File: config.mk
export PLATFORM = sky130hd
export DESIGN_NAME = jtpopeye_obj_dma
export DESIGN_NICKNAME = d
export VERILOG_FILES = /design/src/rtl/jtpopeye_pkg.sv /design/src/rtl/jtpopeye_obj_dma.sv
export SDC_FILE = /design/constraint.sdc
export NUM_CORES = 1
export LEC_CHECK = 0
export BUFFER_PORTS_ARGS = -buffer_cell sky130_fd_sc_hd__buf_2
export CAP_MARGIN = 5
export CORE_MARGIN = 4
export CORE_UTILIZATION = 43
export CTS_BUF_LIST = sky130_fd_sc_hd__clkbuf_8
export DETAILED_ROUTE_END_ITERATION = 7
export PLACE_DENSITY = 0.8
export REMOVE_ABC_BUFFERS = 1
export SLEW_MARGIN = 20
export SYNTH_ARGS = -nofsm -noshare
export SYNTH_HDL_FRONTEND = slang
export SYNTH_SLANG_ARGS = --single-unit
File: constraint.sdc
create_clock -name clk -period 1.6 [get_ports clk]
set_clock_uncertainty 0.1 [all_clocks]
set_input_delay 0.16 -clock clk [delete_from_list [all_inputs] [get_ports clk]]
set_output_delay 0.16 -clock clk [all_outputs]
set_load 0.01 [all_outputs]
File: src/rtl/jtpopeye_pkg.sv
// Shared definitions for the Popeye object-RAM DMA sequencer.
// Holds the DMA state encoding and the default sprite-table geometry
// (bytes per frame and source offset in the CPU work-RAM window).
package jtpopeye_pkg;

  localparam int          DMA_AW       = 10;
  localparam int unsigned DMA_LEN      = 640;
  localparam logic [9:0]  DMA_SRC_BASE = 10'd0;

  typedef enum logic [2:0] {
    ST_IDLE    = 3'd0,
    ST_REQ     = 3'd1,
    ST_READ    = 3'd2,
    ST_WRITE   = 3'd3,
    ST_RELEASE = 3'd4
  } dma_state_t;

endpackage

File: src/rtl/jtpopeye_obj_dma.sv
// Object-RAM DMA: on each VB rise (with dma_en) grab the CPU bus and copy LEN
//   sprite bytes from CPU RAM (SRC_BASE+n) to object RAM (n), then release it.
// Latency: VB rise -> busrq 2 clk; busak -> first cpu_addr 1 clk; 2 pxl_cen per byte.
// Backpressure: losing busak mid-copy parks in REQ and re-reads the current byte;
//   VB falling early finishes an in-flight write, releases the bus, flags overrun.
// Ports: clk/rst (sync, active high); pxl_cen pacing; VB, dma_en from video timing;
//   busrq/busak arbiter handshake; cpu_addr/cpu_din source read port;
//   obj_addr/obj_dout/obj_we destination write port; busy, overrun status.
module jtpopeye_obj_dma
  import jtpopeye_pkg::*;
#(
  parameter int              AW       = DMA_AW,
  parameter int unsigned     LEN      = DMA_LEN,
  parameter logic [AW-1:0]   SRC_BASE = AW'(DMA_SRC_BASE)
) (
  input  logic          clk,
  input  logic          rst,
  input  logic          pxl_cen,
  input  logic          VB,
  input  logic          dma_en,
  input  logic          busak,
  output logic          busrq,
  output logic [AW-1:0] cpu_addr,
  input  logic [7:0]    cpu_din,
  output logic [AW-1:0] obj_addr,
  output logic [7:0]    obj_dout,
  output logic          obj_we,
  output logic          busy,
  output logic          overrun
);

  localparam logic [AW-1:0] LAST = AW'(LEN - 1);

  dma_state_t    state_q, state_d;
  logic [AW-1:0] cnt_q, cnt_d;
  logic [7:0]    data_q, data_d;
  logic          vb_q, vb_d;
  logic          start_q, start_d;
  logic          overrun_q, overrun_d;
  logic          busrq_q, busrq_d;
  logic          busy_q, busy_d;
  logic          obj_we_q, obj_we_d;
  logic [AW-1:0] cpu_addr_q, cpu_addr_d;
  logic [AW-1:0] obj_addr_q, obj_addr_d;
  logic [7:0]    obj_dout_q, obj_dout_d;

  always_comb begin
    state_d   = state_q;
    cnt_d     = cnt_q;
    data_d    = data_q;
    overrun_d = overrun_q;
    vb_d      = VB;
    // dma_en is captured together with the edge so later changes are ignored
    start_d   = VB & ~vb_q & dma_en;

    case (state_q)
      ST_IDLE: begin
        if (start_q) begin
          state_d   = ST_REQ;
          cnt_d     = '0;
          overrun_d = 1'b0;
        end
      end
      ST_REQ: begin
        if (!VB) begin
          state_d   = ST_RELEASE;
          overrun_d = 1'b1;
        end else if (busak) begin
          state_d = ST_READ;
        end
      end
      ST_READ: begin
        if (!busak) begin
          state_d = ST_REQ;
        end else if (!VB) begin
          state_d   = ST_RELEASE;
          overrun_d = 1'b1;
        end else if (pxl_cen) begin
          data_d  = cpu_din;
          state_d = ST_WRITE;
        end
      end
      ST_WRITE: begin
        // Grant loss abandons this byte; cnt is kept so it is fetched again.
        if (!busak) begin
          state_d = ST_REQ;
        end else if (pxl_cen) begin
          if (cnt_q == LAST) begin
            state_d = ST_RELEASE;
          end else if (!VB) begin
            state_d   = ST_RELEASE;
            overrun_d = 1'b1;
          end else begin
            cnt_d   = cnt_q + 1'b1;
            state_d = ST_READ;
          end
        end
      end
      ST_RELEASE: begin
        if (!busak) state_d = ST_IDLE;
      end
      default: state_d = ST_IDLE;
    endcase

    // Outputs are decoded from the next state so the registered copies line
    // up with the state register without a combinational output path.
    busrq_d    = (state_d == ST_REQ) || (state_d == ST_READ) || (state_d == ST_WRITE);
    busy_d     = (state_d != ST_IDLE);
    obj_we_d   = (state_d == ST_WRITE);
    cpu_addr_d = SRC_BASE + cnt_d;
    obj_addr_d = cnt_d;
    obj_dout_d = data_d;
  end

  always_ff @(posedge clk) begin
    if (rst) begin
      state_q    <= ST_IDLE;
      cnt_q      <= '0;
      data_q     <= '0;
      // Track VB through reset so releasing reset during blank is not an edge
      vb_q       <= VB;
      start_q    <= 1'b0;
      overrun_q  <= 1'b0;
      busrq_q    <= 1'b0;
      busy_q     <= 1'b0;
      obj_we_q   <= 1'b0;
      cpu_addr_q <= SRC_BASE;
      obj_addr_q <= '0;
      obj_dout_q <= '0;
    end else begin
      state_q    <= state_d;
      cnt_q      <= cnt_d;
      data_q     <= data_d;
      vb_q       <= vb_d;
      start_q    <= start_d;
      overrun_q  <= overrun_d;
      busrq_q    <= busrq_d;
      busy_q     <= busy_d;
      obj_we_q   <= obj_we_d;
      cpu_addr_q <= cpu_addr_d;
      obj_addr_q <= obj_addr_d;
      obj_dout_q <= obj_dout_d;
    end
  end

  assign busrq    = busrq_q;
  assign busy     = busy_q;
  assign obj_we   = obj_we_q;
  assign cpu_addr = cpu_addr_q;
  assign obj_addr = obj_addr_q;
  assign obj_dout = obj_dout_q;
  assign overrun  = overrun_q;

endmodule

==> impl_results.md, run 1 <==
- Layout cell share with drive strength beyond 1: 0.533
- Worst hold start: cpu_din[7]
- Share of synthesized flip-flops with an asynchronous set or reset: 0
- Metal3 WL: around 220 um
- Die footprint: between 4000 and 5000 um2
- Commonest register cell after synthesis: dfxtp_1
- Post-layout nets: ~240
- Starting Density: 0.457
- Slew @ Worst Pin: a little over 300 ps
- Number of port buffers: 45
- Hold depth: 3
- Worst-Skew Late Latency: 280 ps
- Area grow syn2layout: 47.0%
- Area of the multi-input gates: roughly 860 um2
- Synth area leaders: dfxtp_1 38%, buf_4 6.9%, mux2i_1 6.4%
- Failing checks: setup timing
- R2r worst-path depth: 7
- Final min period: around 1700 ps
- GRT Total Usage: 0.188
- Fmax achieved: around 570 MHz
- Worst VDD drop: around 630 uV
- CP max stage cell: dfxtp_4
- Max Buffers Root-to-Sink: 2
- Pleak: 0.925 nW
- Max-cap violation count: 0
- Dpl hpwl: 2540 um
- Mapped cell area: 1420 um2
- Hold Crit Class: primary input to register
- Unique masters post-synth: 46
- WP data arrival: around 1800 ps
- Most common cell on crit path: buf_4
- PD cells: 564 nW/um2
- Setup WS pre-CTS: -133 ps
- Initial DRC Count: 44
- Root Buffer: clkbuf_8
- Global route overflow: 0
- RSZ-0062 raised after global routing: yes
- Die Ht: ~65 um
- Crit-path max cell delay: roughly 370 ps
- Worst EP required: 1670 ps
- Critical-path cell list: nor4b_4 -> buf_4 -> a31oi_4 -> buf_4 -> buf_4 -> o31ai_2 -> a21oi_2
- RR Startpoint: state_q[1]$_SDFF_PP0_
- Synth top area share: 0.381
- Count leader, synth: dfxtp_1
- Cells after Synth: 156
- Met1 Wirelength: roughly 1800 um
- Gpl congestion: roughly 0.78
- Fillers: roughly 260
- First-pass DRT Iterations: 4
- # diodes: 0
- Sequential area share after synthesis: 0.381
- Post-route ant nets: 0
- Largest net degree at the start of global routing: 16
- Vias in the first global route: ~1400
- CP Class: register to register
- Routed wire per std cell: around 16 um
- DR WL met2: between 2000 and 2500 um
- Crit path buf inv count: 3
- Post-synth EDFFs: 0
- Flops & latches, synth: 27
- Synth warnings: 0
- Post-synth top cells: 27 x dfxtp_1, 14 x nor2_1, 13 x buf_4
- Worst Hold End: obj_dout[7]$_SDFFE_PP0P_
- CTS clock-pin slew for the worst setup and hold paths: 90 ps
- # rows: 20
- Clk sinks: 27
- CORE AREA: 3100 um2
- Final worst path period share: 1.09
- Area leader, netlist: dfxtp_1
- Worst Setup End Kind: register
- CP delay by family, top: buffers and inverters
- Max_slew headroom: 0.798
- Fin util: 0.672
- First-pass GRT wire length: roughly 6300 um
- Mean post-synth cell area: around 9 um2
- Top sig layer: met4
- Post-DR vias/cell: 5.52
- DIE WIDTH: between 60 and 70 um
- Final setup vio count: 10
- CTS tree: yes
- Via count: between 1000 and 1500
- Reg area: around 560 um2
- Antenna violations before repair: 0
- Worst flop-to-flop path endpoint: obj_addr[7]$_SDFFE_PP0P_
- IO Count: 46
- CTS Buf Count: 3
- Final Max Tran Viols: 0
- H-tree Lvls: 1
- Outcome: finished with violations
- Final Hold Viols: 0
- Crit-path max FO: 7
- Worst Setup Start Kind: register
- DRC: 0
- Fin worst setup slack: -144 ps
- R2r setup slk: -140 ps
- Routed Wire Length: 4380 um
[worst min-delay path, stage by stage]
cell,delay (ps)
buf_2,70
mux2i_1,50
nor2_1,70
[worst max-delay path by stage]
stage	startpoint	end	slack (ps)	cells past startpoint
5_1_grt	state_q[2]$_SDFF_PP0_	obj_addr[5]$_SDFFE_PP0P_	-190	4
4_1_cts	state_q[2]$_SDFF_PP0_	obj_addr[5]$_SDFFE_PP0P_	-90	4
3_3_place_gp	state_q[0]$_SDFF_PP0_	obj_addr[6]$_SDFFE_PP0P_	-70	4
3_5_place_dp	state_q[0]$_SDFF_PP0_	obj_addr[5]$_SDFFE_PP0P_	-130	4
6_report	state_q[1]$_SDFF_PP0_	obj_addr[7]$_SDFFE_PP0P_	-140	7
2_1_floorplan	obj_addr[0]$_SDFFE_PP0P_	obj_addr[3]$_SDFFE_PP0P_	-340	5
[power breakdown]
| part | leakage [nW] | switching, mW | internal (mW) |
|---|---|---|---|
| Sequential | 0.223 | 0.00415 | 0.675 |
| Combinational | 0.675 | 0.0597 | 0.0470 |
| Clock | 0.0269 | 0.218 | 0.173 |
[per-stage QoR]
stage	hold slack, ps	power, mW	cell area (um2)	setup TNS (ps)	std cells
after global placement	281	0.782	1800	-526	256
after floorplan	87.7	0.731	1290	-3510	138
after detailed placement	291	0.785	1800	-971	256
after CTS	24.6	1.17	1960	-534	267
after global routing	41.8	1.22	2080	-1500	271
final	12.0	1.18	2080	-872	271
[logic make-up (layout without fill, tap and decap cells)]
family | count (synthesis) | after routing | synth area share
mux | 9 | 9 | 0.0636
compound gates | 36 | 37 | 0.180
simple gates | 60 | 60 | 0.264
fa+ha+maj | 1 | 1 | 0.00882
flops | 27 | 27 | 0.381
buf+inv | 23 | 93 | 0.102
[state kept, by name, indices dropped and copies added (netlist names)]
name	flops
obj_addr	10
obj_dout	8
state_q	3
busrq	1
busy	1
obj_we	1
overrun	1
start_q	1
vb_q	1
[layout make-up]
| type | count | share of cell area |
|---|---|---|
| Multi-Input combinational cell | 107 | 0.413 |
| Timing Repair Buffer | 84 | 0.264 |
| Inverter | 5 | 0.00900 |
| Clock buffer | 3 | 0.0198 |
| Clock inverter | 1 | 0.00180 |
| Sequential cell | 27 | 0.267 |
| Tap cell | 44 | 0.0264 |
[timing repair]
item / 4_1_cts / 5_1_grt
buffers inserted: 6 / 3
pin swaps: 13 / 7
setup endpoints to repair: 15 / 20
gates resized for setup: 19 / 22
hold buffers: 0 / 0
cloned: 1 / 1
[placed cells by master, fill, tap and decap left out, types with 4 or more instances in the layout]
cell	netlist	final
o21ai_0	5	5
buf_2	2	45
nand2_1	7	4
mux2i_1	9	9
o31ai_1	8	6
or4_1	7	6
dfxtp_1	27	19
inv_1	5	6
a21oi_1	12	10
buf_4	13	32
buf_6	1	5
nand3_1	5	5
nor2_1	14	14
dfxtp_2	0	6
[layer usage]
metal / global-route usage / vias up
met5: 0 / -
met4: 0.0544 / 0
met3: 0.0496 / 6
met2: 0.338 / 38
met1: 0.216 / 735
li1: - / 717
Note: power is estimated with default switching activity, not from simulation.
==> inputs of run 2 (changes only) <==
--- a/config.mk
+++ b/config.mk
@@ -11,6 +11,7 @@
 export CORE_UTILIZATION = 43
 export CTS_BUF_LIST = sky130_fd_sc_hd__clkbuf_8
 export DETAILED_ROUTE_END_ITERATION = 7
+export HOLD_SLACK_MARGIN = 0.12
 export PLACE_DENSITY = 0.8
 export REMOVE_ABC_BUFFERS = 1
 export SLEW_MARGIN = 20
==> constraint.sdc (replaced) <==
create_clock -name clk -period 1.4 [get_ports clk]
set_clock_uncertainty 0.1 [all_clocks]
set_input_delay 0.14 -clock clk [delete_from_list [all_inputs] [get_ports clk]]
set_output_delay 0.14 -clock clk [all_outputs]
set_load 0.01 [all_outputs]
==> impl_results.md, run 2 (synthesized netlist as in run 1, its figures left out) <==
- Outcome: finished with violations
- Failing checks: setup timing
- Antenna violations before repair: 0
- Gpl congestion: approximately 0.84
- CP Class: register to register
- PD cells: 616 nW/um2
- Post-DR vias/cell: 5.50
- R2r setup slk: -360 ps
- Starting Density: 0.457
- Reg area: 561 um2
- # rows: 20
- H-tree Lvls: 1
- Die Ht: around 65 um
- Max-cap violation count: 0
- Largest net degree at the start of global routing: 16
- Fin worst setup slack: -364 ps
- Area of placed instances: 1900 um2
- Most common cell after layout, fill and taps aside: buf_2
- Vias in the first global route: 1459
- Number of port buffers: between 40 and 50
- Root Buffer: clkbuf_8
- GRT Total Usage: 0.195
- Fmax achieved: approximately 570 MHz
- Routed Wire Length: between 4000 and 5000 um
- Post-layout nets: 261
- Final Max Tran Viols: 0
- Final instance area: 2230 um2
- DIE WIDTH: 65.4 um
- First-pass DRT Iterations: 4
- Finished Layout Cells: slightly below 300
- Max_slew headroom: 0.725
- First-pass GRT wire length: about 6600 um
- Final Hold Viols: 0
- Setup TNS: -5180 ps
- Worst VDD drop: 547 uV
- DRC: 0
- Dpl hpwl: around 2700 um
- Slew @ Worst Pin: roughly 400 ps
- RSZ-0062 raised after global routing: yes
- # diodes: 0
- Area of the multi-input gates: between 800 and 900 um2
- CORE AREA: between 3000 and 4000 um2
- Global route overflow: 0
- Largest register FFs: 10
- WP data arrival: ~1900 ps
- Via count: approximately 1600
- Clk sinks: 27
- Fillers: around 240
- Hold WS: roughly 160 ps
- Crit-path max FO: 8
- CTS clock-pin slew for the worst setup and hold paths: around 90 ps
- Layout cell share with drive strength beyond 1: 0.531
- Most frequent cells in the layout: 46 x buf_2, 38 x buf_4, 17 x dfxtp_1
- CTS Buf Count: 3
- Worst Setup Start Kind: register
- Initial DRC Count: between 70 and 80
- Hold Crit Class: primary input to register
- Worst-Skew Late Latency: roughly 270 ps
- Final setup vio count: 24
- Final worst path period share: 1.26
- CTS tree: yes
- Final min period: between 1500 and 2000 ps
- Pleak: 1.02 nW
- Post-route ant nets: 0
- Worst EP required: approximately 1500 ps
- Placed instance count: approximately 270
- Routed wire per std cell: approximately 16 um
- Max Buffers Root-to-Sink: 2
- Worst Setup End Kind: register
- Area grow syn2layout: 57.6%
- IO Count: between 40 and 50
- Die footprint: ~4300 um2
==> run 2: where the power goes <==
group	leakage (nW)	internal [mW]	total (mW)	switching [mW]
Clock	0.0255	0.200	0.451	0.251
Sequential	0.224	0.769	0.774	0.00425
Combinational	0.771	0.0797	0.152	0.0728
Total	1.02	1.05	1.38	0.328
==> run 2: timing repair <==
item,CTS,global route
hold buffers,11,0
setup endpoints to repair,25,25
buffers inserted,2,1
gates resized for setup,26,18
hold endpoints to repair,10,0
gates cloned,1,1
pin swaps,12,5
==> run 2: metrics by stage <==
step	total power, mW	util	setup WS (ps)
5_1_grt	1.45	0.720	-416
2_1_floorplan	0.836	-	-544
3_3_place_gp	0.909	0.612	-262
6_report	1.38	0.720	-364
3_5_place_dp	0.912	0.612	-324
4_1_cts	1.37	0.695	-266
==> run 2: worst paths after layout <==
check                                           start                       end  depth (start not counted)
worst min register to register           vb_q$_DFF_P_        start_q$_SDFF_PP0_                          1
worst max register to register  state_q[2]$_SDFF_PP0_  obj_addr[5]$_SDFFE_PP0P_                          4
worst max-delay path            state_q[2]$_SDFF_PP0_  obj_addr[5]$_SDFFE_PP0P_                          4
worst min-delay path                              rst  obj_dout[3]$_SDFFE_PP0P_                          3
==> run 2: per-layer routing <==
metal / GRT usage / up-vias / routed length, um / share of wire
li1: - / 752 / - / -
met1: 0.237 / 763 / 1930 / 0.42
met2: 0.346 / 65 / 2340 / 0.51
met3: 0.0274 / 10 / 234 / 0.051
met4: 0.0725 / 0 / 91 / 0.020
met5: 0 / - / 0 / 0
==> run 2: layout make-up <==
cell class                 count  share of cell area
inverter                       5             0.00840
timing repair buffer         102               0.319
tap                           44              0.0246
sequential                    27               0.251
clock inverter                 1             0.00224
clock buffer                   3              0.0185
multi-input combinational    107               0.376
==> run 2: critical path: stages, from the launching register on <==
cell	delay, ps
dfxtp_4	370
and4b_2	350
a31oi_4	160
or4_1	560
a21oi_2	160
==> inputs of run 3 (changes only) <==
--- a/config.mk
+++ b/config.mk
@@ -14,6 +14,7 @@
 export HOLD_SLACK_MARGIN = 0.12
 export PLACE_DENSITY = 0.8
 export REMOVE_ABC_BUFFERS = 1
+export SKIP_LAST_GASP = 1
 export SLEW_MARGIN = 20
 export SYNTH_ARGS = -nofsm -noshare
 export SYNTH_HDL_FRONTEND = slang
==> impl_results.md, run 3 (synthesized netlist as in run 1, its figures left out) <==
- Outcome: finished with violations
- Failing checks: setup timing
- Placed instance count: about 270
- Via count: roughly 1700
- Final min period: 1740 ps
- PD cells: 595 nW/um2
- GR Util met3: 0.0291
- Final instance area: between 2000 and 2500 um2
- CORE AREA: 3100 um2
- Root Buffer: clkbuf_8
- Dpl hpwl: ~2700 um
- Worst VDD drop: about 550 uV
- RSZ-0062 raised after global routing: yes
- Area grow syn2layout: 64.9%
- Final Max Tran Viols: 0
- Worst Setup SP: state_q[2]$_SDFF_PP0_
- Area of placed instances: approximately 1900 um2
- Die footprint: about 4300 um2
- GR Layer Usage met2: 0.340
- Antenna violations before repair: 0
- Worst Setup Start Kind: register
- Pleak: about 1.0 nW
- R2r worst-path depth: 5
- Worst flop-to-flop path endpoint: obj_addr[7]$_SDFFE_PP0P_
- Routed wire per std cell: 17.7 um
- Crit-path max FO: 7
- CTS tree: yes
- Grt met1 use: 0.238
- Final worst path period share: 1.25
- Worst Hold End: obj_dout[3]$_SDFFE_PP0P_
- Fin worst setup slack: -344 ps
- Largest net degree at the start of global routing: 16
- Hold depth: 3
- Pwr Total: around 1.4 mW
- Routed Wire Length: around 5200 um
- H-tree Lvls: 1
- Slew @ Worst Pin: between 400 and 500 ps
- R2r setup slk: -340 ps
- Most common cell after layout, fill and taps aside: buf_2
- First-pass GRT wire length: 6550 um
- Final setup vio count: 25
- Finished Layout Cells: approximately 300
- Layer with the highest usage: met2
- # diodes: 0
- DRC: 0
- CP Class: register to register
- Post-route ant nets: 0
- CTS clock-pin slew for the worst setup and hold paths: roughly 100 ps
- Clk sinks: 27
- Global route overflow: 0
- Post-DR vias/cell: slightly below 6
- Die Ht: 65.4 um
- GRT Total Usage: 0.193
- Number of port buffers: 45
- Fin util: 0.753
- Gpl congestion: approximately 0.84
- Max-cap violation count: 0
- Initial DRC Count: approximately 150
- Max_slew headroom: 0.698
- Layout cell share with drive strength beyond 1: 0.576
- Max Buffers Root-to-Sink: 2
- Worst Setup End Kind: register
- Vias in the first global route: 1435
- Worst hold start: rst
- Worst EP required: 1460 ps
- Post-layout nets: about 270
- First-pass DRT Iterations: 4
- Most frequent cells in the layout: 46 x buf_2, 43 x buf_4, 16 x dfxtp_1
- RR Startpoint: state_q[2]$_SDFF_PP0_
- Worst-Skew Late Latency: 280 ps
- Starting Density: 0.457
- Final Hold Viols: 0
- CTS Buf Count: 3
- Largest register FFs: 10
- # rows: 20
- Fmax achieved: around 570 MHz
- IO Count: 46
- Hold Crit Class: primary input to register
- WP data arrival: approximately 1800 ps
- DIE WIDTH: roughly 65 um
-- run 3: worst max path at each step --
stage / endpoint / slack [ps] / cells past startpoint
after global routing: obj_addr[7]$_SDFFE_PP0P_ / -430 / 5
final: obj_addr[7]$_SDFFE_PP0P_ / -340 / 5
after detailed placement: obj_addr[5]$_SDFFE_PP0P_ / -320 / 4
after CTS: obj_addr[5]$_SDFFE_PP0P_ / -270 / 5
after global placement: obj_addr[6]$_SDFFE_PP0P_ / -260 / 4
after floorplan: obj_addr[3]$_SDFFE_PP0P_ / -540 / 5
-- run 3: critical path, cell delays in order (launching register included) --
cell,delay (ps)
dfxtp_4,370
and4b_2,350
a31oi_2,220
buf_4,220
o31ai_1,300
a21oi_2,90
-- run 3: report_power, final --
part	internal [mW]	total, mW	leakage [nW]	switching, mW
Clock	0.200	0.452	0.0255	0.252
Sequential	0.771	0.776	0.224	0.00508
Combinational	0.0820	0.162	0.798	0.0805
Total	1.05	1.39	1.05	0.338
-- run 3: layer usage --
| layer | wire length (um) | vias up |
|---|---|---|
| met2 | 2540 | 93 |
| li1 | - | 761 |
| met5 | 0 | - |
| met1 | 2070 | 834 |
| met4 | 240 | 0 |
| met3 | 349 | 28 |
-- run 3: what timing repair did --
action                                  4_1_cts  5_1_grt
endpoints found under the setup margin       25       25
gates resized for setup                      18       38
hold endpoints to repair                     10        0
cloned                                        1        1
setup buffers                                 2        6
hold buffers                                 11        0
pin swaps                                    12        5
-- run 3: final cells by class --
cell class	instances	area, um2
Tap cell	44	55.1
Clock inverter	1	5.00
Clock buffer	3	41.3
Multi-Input combinational cell	107	902
Fill cell	226	766
Sequential cell	27	559
Inverter	5	23.8
Timing Repair Buffer	107	751
-- run 3: per-stage QoR --
step | hold slack [ps] | setup TNS [ps] | setup WS [ps]
3_3_place_gp | 272 | -4410 | -262
5_1_grt | 182 | -6980 | -430
2_1_floorplan | 67.7 | -7740 | -544
6_report | 163 | -5670 | -344
3_5_place_dp | 278 | -5070 | -324
4_1_cts | 149 | -4310 | -266
